--- config.mk ---
export PLATFORM = sky130hd
export DESIGN_NAME = dmem_responder_flat
export DESIGN_NICKNAME = d
export VERILOG_FILES = /design/src/rtl/dmem_pkg.sv /design/src/rtl/dmem_if.sv /design/src/rtl/dmem_array.sv /design/src/rtl/dmem_responder.sv /design/src/flat_wrapper.sv
export SDC_FILE = /design/constraint.sdc
export NUM_CORES = 2
export LEC_CHECK = 0
export CAP_MARGIN = 40
export CORE_MARGIN = 2
export CORE_UTILIZATION = 55
export DETAILED_ROUTE_END_ITERATION = 7
export PLACE_DENSITY = 0.74
export RECOVER_POWER = 50
export SYNTH_ARGS = -nofsm -noshare
export SYNTH_HDL_FRONTEND = slang
export SYNTH_SLANG_ARGS = --single-unit
export TNS_END_PERCENT = 50
--- constraint.sdc ---
create_clock -name Clk -period 3.69 [get_ports Clk]
set_clock_uncertainty 0.1 [all_clocks]
set_input_delay 0.5535 -clock Clk [delete_from_list [all_inputs] [get_ports Clk]]
set_output_delay 0.5535 -clock Clk [all_outputs]
set_load 0.005 [all_outputs]
--- src/rtl/dmem_pkg.sv ---
// Shared definitions for the data-memory responder slice.
//   WORD_W  : data word width (32)
//   state_t : responder FSM states IDLE / WAITING / RESP
package dmem_pkg;

  localparam int WORD_W = 32;

  typedef enum logic [1:0] {
    IDLE    = 2'd0,
    WAITING = 2'd1,
    RESP    = 2'd2
  } state_t;

endpackage

--- src/rtl/dmem_if.sv ---
// Request/response bus between a CPU load/store unit and dmem_responder.
//   Req, We, Addr, Wdata : request fields, driven by the requester
//   Ready                : responder can accept a request this cycle
//   Rvalid, Rdata, Err   : one-cycle response, driven by the responder
// modport master : requester side
// modport slave  : responder side
interface dmem_if;
  import dmem_pkg::*;

  logic              Req;
  logic              We;
  logic [WORD_W-1:0] Addr;
  logic [WORD_W-1:0] Wdata;
  logic              Ready;
  logic              Rvalid;
  logic [WORD_W-1:0] Rdata;
  logic              Err;

  modport master (
    output Req, We, Addr, Wdata,
    input  Ready, Rvalid, Rdata, Err
  );

  modport slave (
    input  Req, We, Addr, Wdata,
    output Ready, Rvalid, Rdata, Err
  );

endinterface

--- src/rtl/dmem_array.sv ---
// DEPTH x WORD_W word storage: synchronous write, combinational read.
// Contents are never reset.
//   Clk     : write clock
//   wr_en   : commit wr_data to word idx on the rising edge
//   idx     : word index shared by read and write
//   wr_data : data to store
//   rd_data : current contents of word idx
module dmem_array
  import dmem_pkg::*;
#(
  parameter int DEPTH = 64,
  parameter int AW    = $clog2(DEPTH)
) (
  input  logic              Clk,
  input  logic              wr_en,
  input  logic [AW-1:0]     idx,
  input  logic [WORD_W-1:0] wr_data,
  output logic [WORD_W-1:0] rd_data
);

  logic [WORD_W-1:0] mem [DEPTH];

  always_ff @(posedge Clk) begin
    if (wr_en) mem[idx] <= wr_data;
  end

  assign rd_data = mem[idx];

endmodule

--- src/rtl/dmem_responder.sv ---
// Data-memory responder: accepts one load/store at a time, inserts WAIT
// wait states, then returns a single-cycle Rvalid response.
//   Clk   : clock, rising edge
//   Reset : asynchronous active-low reset
//   bus   : dmem_if.slave (Req/We/Addr/Wdata in, Ready/Rvalid/Rdata/Err out)
// Parameters: DEPTH (words, power of two >= 4), WAIT (0..15 wait states).
// Optional feature macro DMEM_ALIGN_CHK_EN: misaligned requests
// (Addr[1:0] != 0) skip the array and answer with Err=1, Rdata=0.
module dmem_responder
  import dmem_pkg::*;
#(
  parameter int DEPTH = 64,
  parameter int WAIT  = 2
) (
  input  logic   Clk,
  input  logic   Reset,
  dmem_if.slave  bus
);

  localparam int       AW        = $clog2(DEPTH);
  localparam bit       NO_WAIT   = (WAIT == 0);
  localparam logic [3:0] WAIT_LOAD = (WAIT > 0) ? 4'(WAIT - 1) : 4'd0;

  state_t state, state_nxt;
  logic [3:0] cnt, cnt_nxt;

  // Request fields captured on acceptance, needed while WAITING.
  logic              we_q;
  logic [AW-1:0]     idx_q;
  logic [WORD_W-1:0] wdata_q;
  logic              mis_q;

  logic [WORD_W-1:0] rdata_q;
  logic              err_q;

  logic              mis_in;
  logic              acc;
  logic              enter_resp;
  logic              we_e;
  logic [AW-1:0]     idx_e;
  logic [WORD_W-1:0] wdata_e;
  logic              mis_e;
  logic              wr_en;
  logic [WORD_W-1:0] rd_data;

`ifdef DMEM_ALIGN_CHK_EN
  assign mis_in = (bus.Addr[1:0] != 2'b00);
  logic unused_addr;
  assign unused_addr = ^bus.Addr[WORD_W-1:AW+2];
`else
  assign mis_in = 1'b0;
  logic unused_addr;
  assign unused_addr = ^{bus.Addr[WORD_W-1:AW+2], bus.Addr[1:0]};
`endif

  assign acc = (state == IDLE) && bus.Req;

  // With WAIT=0 the edge entering RESP is the acceptance edge itself, so the
  // array access must use the live bus fields rather than the captured copy.
  always_comb begin
    if (state == IDLE) begin
      we_e    = bus.We;
      idx_e   = bus.Addr[AW+1:2];
      wdata_e = bus.Wdata;
      mis_e   = mis_in;
    end else begin
      we_e    = we_q;
      idx_e   = idx_q;
      wdata_e = wdata_q;
      mis_e   = mis_q;
    end
  end

  always_comb begin
    state_nxt = state;
    cnt_nxt   = cnt;
    unique case (state)
      IDLE: begin
        if (bus.Req) begin
          if (NO_WAIT) begin
            state_nxt = RESP;
          end else begin
            state_nxt = WAITING;
            cnt_nxt   = WAIT_LOAD;
          end
        end
      end
      WAITING: begin
        if (cnt == 4'd0) state_nxt = RESP;
        else             cnt_nxt   = cnt - 4'd1;
      end
      RESP:    state_nxt = IDLE;
      default: state_nxt = IDLE;
    endcase
  end

  assign enter_resp = (state_nxt == RESP) && (state != RESP);
  // Reset gates the write so an edge during reset can never commit a store.
  assign wr_en      = enter_resp && we_e && !mis_e && Reset;

  always_ff @(posedge Clk or negedge Reset) begin
    if (!Reset) begin
      state   <= IDLE;
      cnt     <= '0;
      we_q    <= 1'b0;
      idx_q   <= '0;
      wdata_q <= '0;
      mis_q   <= 1'b0;
      rdata_q <= '0;
      err_q   <= 1'b0;
    end else begin
      state <= state_nxt;
      cnt   <= cnt_nxt;
      if (acc) begin
        we_q    <= bus.We;
        idx_q   <= bus.Addr[AW+1:2];
        wdata_q <= bus.Wdata;
        mis_q   <= mis_in;
      end
      if (enter_resp) begin
        rdata_q <= (we_e || mis_e) ? '0 : rd_data;
        err_q   <= mis_e;
      end
    end
  end

  dmem_array #(
    .DEPTH (DEPTH),
    .AW    (AW)
  ) u_array (
    .Clk     (Clk),
    .wr_en   (wr_en),
    .idx     (idx_e),
    .wr_data (wdata_e),
    .rd_data (rd_data)
  );

  assign bus.Ready  = (state == IDLE);
  assign bus.Rvalid = (state == RESP);
  assign bus.Rdata  = (state == RESP) ? rdata_q : '0;
  assign bus.Err    = (state == RESP) && err_q;

endmodule

--- src/flat_wrapper.sv ---
// flat-port wrapper written by rule: the top's interface ports become plain ports
module dmem_responder_flat import dmem_pkg::*;
#(
  parameter int DEPTH = 64,
  parameter int WAIT  = 2
)
  (Clk, Reset, bus_Req, bus_We, bus_Addr, bus_Wdata, bus_Ready, bus_Rvalid, bus_Rdata, bus_Err);
  dmem_if bus_i ();
  input  logic Clk;
  input  logic Reset;
  input wire logic [$bits(bus_i.Req)-1:0] bus_Req;
  input wire logic [$bits(bus_i.We)-1:0] bus_We;
  input wire logic [$bits(bus_i.Addr)-1:0] bus_Addr;
  input wire logic [$bits(bus_i.Wdata)-1:0] bus_Wdata;
  output wire logic [$bits(bus_i.Ready)-1:0] bus_Ready;
  output wire logic [$bits(bus_i.Rvalid)-1:0] bus_Rvalid;
  output wire logic [$bits(bus_i.Rdata)-1:0] bus_Rdata;
  output wire logic [$bits(bus_i.Err)-1:0] bus_Err;
  assign bus_i.Req = bus_Req;
  assign bus_i.We = bus_We;
  assign bus_i.Addr = bus_Addr;
  assign bus_i.Wdata = bus_Wdata;
  assign bus_Ready = bus_i.Ready;
  assign bus_Rvalid = bus_i.Rvalid;
  assign bus_Rdata = bus_i.Rdata;
  assign bus_Err = bus_i.Err;
  dmem_responder #(.DEPTH(DEPTH), .WAIT(WAIT)) u_core (.Clk(Clk), .Reset(Reset), .bus(bus_i));
endmodule
-- After elaboration in Yosys (flattened, before gate mapping)
Memories as Yosys holds them, arrays and structs flattened.
Index checks and enable logic that the tools add are counted.
- flip-flop bits (word level): 77
- latch bits: 0
- bits in writable memories: 2048
- bits in read-only memories: 0
- input port bits: 68
- output and inout port bits: 35
- memories: 1
- memories (memory ; depth ; width ; read ports ; clocked after memory_dff ; write ports ; line ; source):
    u_core.u_array.mem ; 64 ; 32 ; 1 ; 0 ; 1 ; dmem_array.sv:21 ; logic [WORD_W-1:0] mem [DEPTH];
- add/sub/neg operators: 1
- multipliers: 0
- divide/modulo/power cells: 0
- order comparisons: 0
- equal/unequal tests: 6
- shift-type cells: 0
- muxes and demuxes: 13
- bitwise logic cells: 0
- reductions and logical operators: 8
- operator list (cell ; count):
    32-bit two-way mux ; 3
    4-bit two-way mux ; 2
    4-bit one-hot mux with 2 select lines ; 1
    6-bit two-way mux ; 1
    2-bit != test, second input constant ; 3
    2-bit == test, second input constant ; 2
    1-bit logical AND ; 4
    4-bit logical NOT ; 1
    2-bit two-way mux ; 2
    2-bit one-hot mux with 2 select lines ; 1
    4-bit by 1-bit subtractor with 4-bit output, second input constant ; 1
    1-bit two-way mux ; 3
    3-bit AND reduction ; 1
    2-bit by 1-bit == test with 1-bit output, second input constant ; 1
    2-bit logical NOT ; 1
    2-bit nonzero test ; 1

-- Longest topological paths before layout
- word-level depth: 9
- depth in mapped cells: 12
- gate-level depth less buffers: 10

-- Hierarchy
From an unflattened synthesis, not the netlist that was laid out.
- cell total of the unflattened synthesis: 4512
- area, all modules: 82246.4 µm²
- modules (own cells, without submodules) (module ; instances ; cells each ; area each (µm²) ; sequential area each (µm²)):
    dmem_array ; 1 ; 4207 ; 78287.6 ; 61499.0
    dmem_responder ; 1 ; 305 ; 3958.8 ; 1926.8

-- Worst setup path after synthesis
OpenSTA, ideal clock, no wires.
- path kind: in2reg
- from: input port bus_Addr[3]
- to: memory u_core.u_array.mem[32][0] (enable)
- arrival time: 3425 ps
- slack: -256 ps
- cell stages on the path: 7
- path buffers: 3
- cells stage by stage: or4_1 -> o31ai_4 -> buf_2 -> buf_2 -> buf_2 -> nand3_1 -> nor2_1
- cells in the longest elaborated chain, start to end: 1
- ends and longest elaborated chain (element ; line ; source):
    start: declaration ; flat_wrapper.sv:13 ; input wire logic [$bits(bus_i.Addr)-1:0] bus_Addr;
    6-bit two-way mux ; dmem_responder.sv:61 ; if (state == IDLE) begin
    end: declaration ; dmem_array.sv:21 ;
No other way between the ends.

-- Worst setup path in the final report
- from: register u_core.state[0]
- to: register u_core.rdata_q[4]
- cells in the longest elaborated chain, start to end: 4
- ends and longest elaborated chain (element ; line ; source):
    start: declaration ; dmem_responder.sv:24 ; state_t state, state_nxt;
    start signal: assignment ; dmem_responder.sv:112 ; state <= state_nxt;
    2-bit logical NOT, or another cell as far along ; dmem_responder.sv:61, dmem_responder.sv:77 ;
    6-bit two-way mux or 2-bit one-hot mux with 2 select lines (tied branches) ; dmem_responder.sv:61, dmem_responder.sv:77 ;
    memory 64 x 32 bit or 2-bit == test (tied branches) ; n/a ;
    32-bit two-way mux or 1-bit logical AND (tied branches) ; dmem_responder.sv:121, dmem_responder.sv:97 ;
    end signal: assignment ; dmem_responder.sv:121 ; rdata_q <= (we_e || mis_e) ? '0 : rd_data;
    end: declaration ; dmem_responder.sv:33 ; logic [WORD_W-1:0] rdata_q;
Parallel ways exist; a longest one is shown, timed or not.
A chain may end at the register's enable or synchronous reset.

==> flow_summary.ini <==
[outcome]
status = finished, violations left
violations = design-rule violations, max-capacitance violations, max-slew violations

[drt]
dr_total_vias = 55900
first_pass_iters = 8
ant_nets = 0
wl_per_cell_um = 35.5
drt_iter0_markers = 10700
drt-total-wl_mm = 282
routed_via_density = 7.03
drc = 4

[sta]
finalCritPeriodShare_pct = 96.3
slew-limit-headroom_pct = -67.5
holdWs_ns = 0.251
max_freq_mhz = 281
worst_pin_slew_ns = 2.51
hold_violations = 0
finalCriticalPeriod_ns = 3.55
slew_viol_final = 726
rsz0062_at_grt = no
finalSetupViolations = 0

[worst_setup_path]
cp-start-kind = flip-flop
crit_required_ns = 4.38
path_class = flip-flop to flip-flop
critPathMaxFanout = 18
end_kind = flip-flop
crit_arrival_ns = 4.25

[yosys]
synth_nets = 5393
syn-cell-area_um2 = 80100
async_flop_share_pct = 3.62
synth.distinct_cells = 60
synth_ff_type = edfxtp_1
synth_seq_cells = 2125
postSynthCellCount = 5323
ys_warn_count = 0
avgSynthCellArea_um2 = 15.0
yosysSeqAreaShare_pct = 79.2
synth_edf_count = 2048

[finish]
layout_commonest_cell = edfxtp_1
syn_to_final_growth_pct = 19.5
final_cell_mix = edfxtp_1, nand2_1, o22ai_1
num-nets-final = 5923
drive_gt1_share_pct = 16.8
stdcell_area_um2 = 95800
postLayoutCoreUtil_pct = 65.9

[placed_design]
hpwl_mm = 167
place_congestion = 0.978
portBuffers = 75
placed_area_um2 = 89300

[power_and_ir_drop]
ir_drop_uv = 672
power.leakage_nw = 31.9
powerDensity_nw_per_um2 = 880
total_power_mw = 84.3

[clock_tree]
clock-root-buffer = clkbuf_16
cts-buffers-inserted = 201
cts_tree = built
clkSinkCount = 2125
cts.clk_slew.worst_paths_ns = 0.06
htree_num_levels = 4
insertion_delay_ns = 0.86
clockBufferDepth = 3

[worst_hold_path]
min_path_type = input pin to flip-flop

[grt]
grt_usage_pct = 37.6
grt_max_degree = 65
antenna_found_initial = 8
overflow = 0
grt_pass1_wl_mm = 389
grt_pass1_vias = 53000

[die]
rows = 140
core_um2 = 145000
die_y_um = 386
die_x_um = 386
ioPinCount = 103
die_area_um2 = 149000
initial_utilization_pct = 55.2

[flow_run]
drv_cap = 12
[worst max-delay path, cell delays in order, from the launching register on]
cell and delay (ns):
dfrtp_1 0.38, or2_2 0.45, inv_2 0.29, o31ai_4 0.13, buf_12 0.17, nand2_8 0.22
buf_12 0.23, o22ai_1 0.10, nor4_1 0.60, buf_4 0.22, nor2_1 0.04, buf_4 0.16
nor3_1 0.18, a32o_1 0.18
[cell families after synthesis]
| group | synth area share (%) |
|---|---|
| adders and majority gates | 0.0312 |
| other | 0.00468 |
| AOI/OAI and AO/OA | 8.54 |
| DFF | 79.2 |
| xor gates and xnor gates | 0.0219 |
| muxes | 1.65 |
| and+or+nand+nor | 8.69 |
| buffers and inverters | 1.89 |
[metrics by stage]
step | setup slack [ns] | instances | TNS, ns
4_1_cts | 0.0376 | 7938 | 0
3_5_place_dp | -0.286 | 7561 | -4.08
2_1_floorplan | -0.256 | 5323 | -257.32
3_3_place_gp | -0.227 | 7560 | -1.68
6_report | 0.135 | 7950 | 0
5_1_grt | 0.0610 | 7943 | 0
[worst paths after layout]
path                                           startpoint                        endpoint  slack (ns)  cells after the start
worst max register to register  u_core.state[0]$_DFF_PN0_   u_core.rdata_q[4]$_DFFE_PN0P_        0.14                     13
worst max-delay path            u_core.state[0]$_DFF_PN0_   u_core.rdata_q[4]$_DFFE_PN0P_        0.14                     13
max in group asynchronous                           Reset  u_core.rdata_q[14]$_DFFE_PN0P_        0.44                      5
worst min-delay path                        bus_Wdata[19]  u_core.wdata_q[19]$_DFFE_PN0P_        0.25                      2
worst min register to register  u_core.cnt[0]$_DFFE_PN0P_       u_core.cnt[0]$_DFFE_PN0P_        0.40                      1
min in group asynchronous                           Reset   u_core.wdata_q[5]$_DFFE_PN0P_        1.18                      3
[per-layer routing]
layer,global-route usage [%],vias up,wire (um)
met5,0,-,27
met4,24.3,4,23100
met2,55.9,5755,122000
li1,-,21700,-
met3,11.2,1336,47600
met1,48.4,27100,89100
[power breakdown]
group	total (mW)	switching (mW)	internal, mW
sequential	32.6	0.408	32.2
combinational	31.0	21.9	9.06
clock	20.7	8.96	11.7
[cell type report]
type / instances / area [um^2]
Sequential cell: 2125 / 63400
Fill cell: 9506 / 49400
Multi-Input combinational cell: 2869 / 15900
Timing Repair Buffer: 652 / 7460
Clock buffer: 274 / 5500
Tap cell: 1917 / 2400
Clock inverter: 101 / 1060
Antenna cell: 8 / 20.0
Inverter: 4 / 15.0
[what timing repair did]
action | 4_1_cts | 5_1_grt
pin swaps | 0 | 1
endpoints found under the setup margin | 5 | 6
hold buffers | 1 | 0
buffers inserted | 1 | 4
hold endpoints to repair | 43 | 0
gates resized for setup | 0 | 1
[cells in the mapped netlist (2+ instances only)]
cell type / number / area (um^2)
buf_2: 144 / 721
nor4_1: 64 / 400
o21ai_0: 6 / 30.0
a32o_1: 36 / 360
nand2b_1: 7 / 43.8
o2111ai_1: 2 / 17.5
ha_1: 2 / 25.0
a211oi_1: 10 / 75.1
a21boi_0: 5 / 37.5
a21oi_1: 288 / 1440
nand2_1: 947 / 3550
inv_1: 3 / 11.3
nand3_1: 205 / 1030
and3_1: 2 / 12.5
or2_2: 2 / 12.5
buf_1: 34 / 128
nand3b_1: 4 / 30.0
mux2i_2: 2 / 27.5
a22oi_1: 11 / 82.6
nor3_1: 88 / 440
nor2b_1: 6 / 37.5
mux2i_1: 78 / 781
buf_6: 4 / 45.0
a32oi_1: 86 / 753
mux2_2: 41 / 462
nor3b_1: 2 / 15.0
o22a_1: 3 / 26.3
a31oi_1: 170 / 1060
a311oi_1: 2 / 17.5
dfrtp_1: 77 / 1930
nor2_1: 284 / 1070
buf_4: 19 / 143
xor2_1: 2 / 17.5
clkbuf_1: 124 / 465
nand2_2: 6 / 37.5
mux2_4: 2 / 30.0
edfxtp_1: 2048 / 61500
and2_1: 36 / 225
o22ai_1: 443 / 2770
a22o_1: 8 / 70.1
[sequential cells by signal (all words and copies together) (netlist names)]
| name | cells |
|---|---|
| u_core.wdata_q | 32 |
| u_core.state | 2 |
| u_core.idx_q | 6 |
| u_core.rdata_q | 32 |
| u_core.cnt | 4 |
| u_core.we_q | 1 |
| u_core.u_array.mem | 2048 |
(Power assumes the default switching activity.)
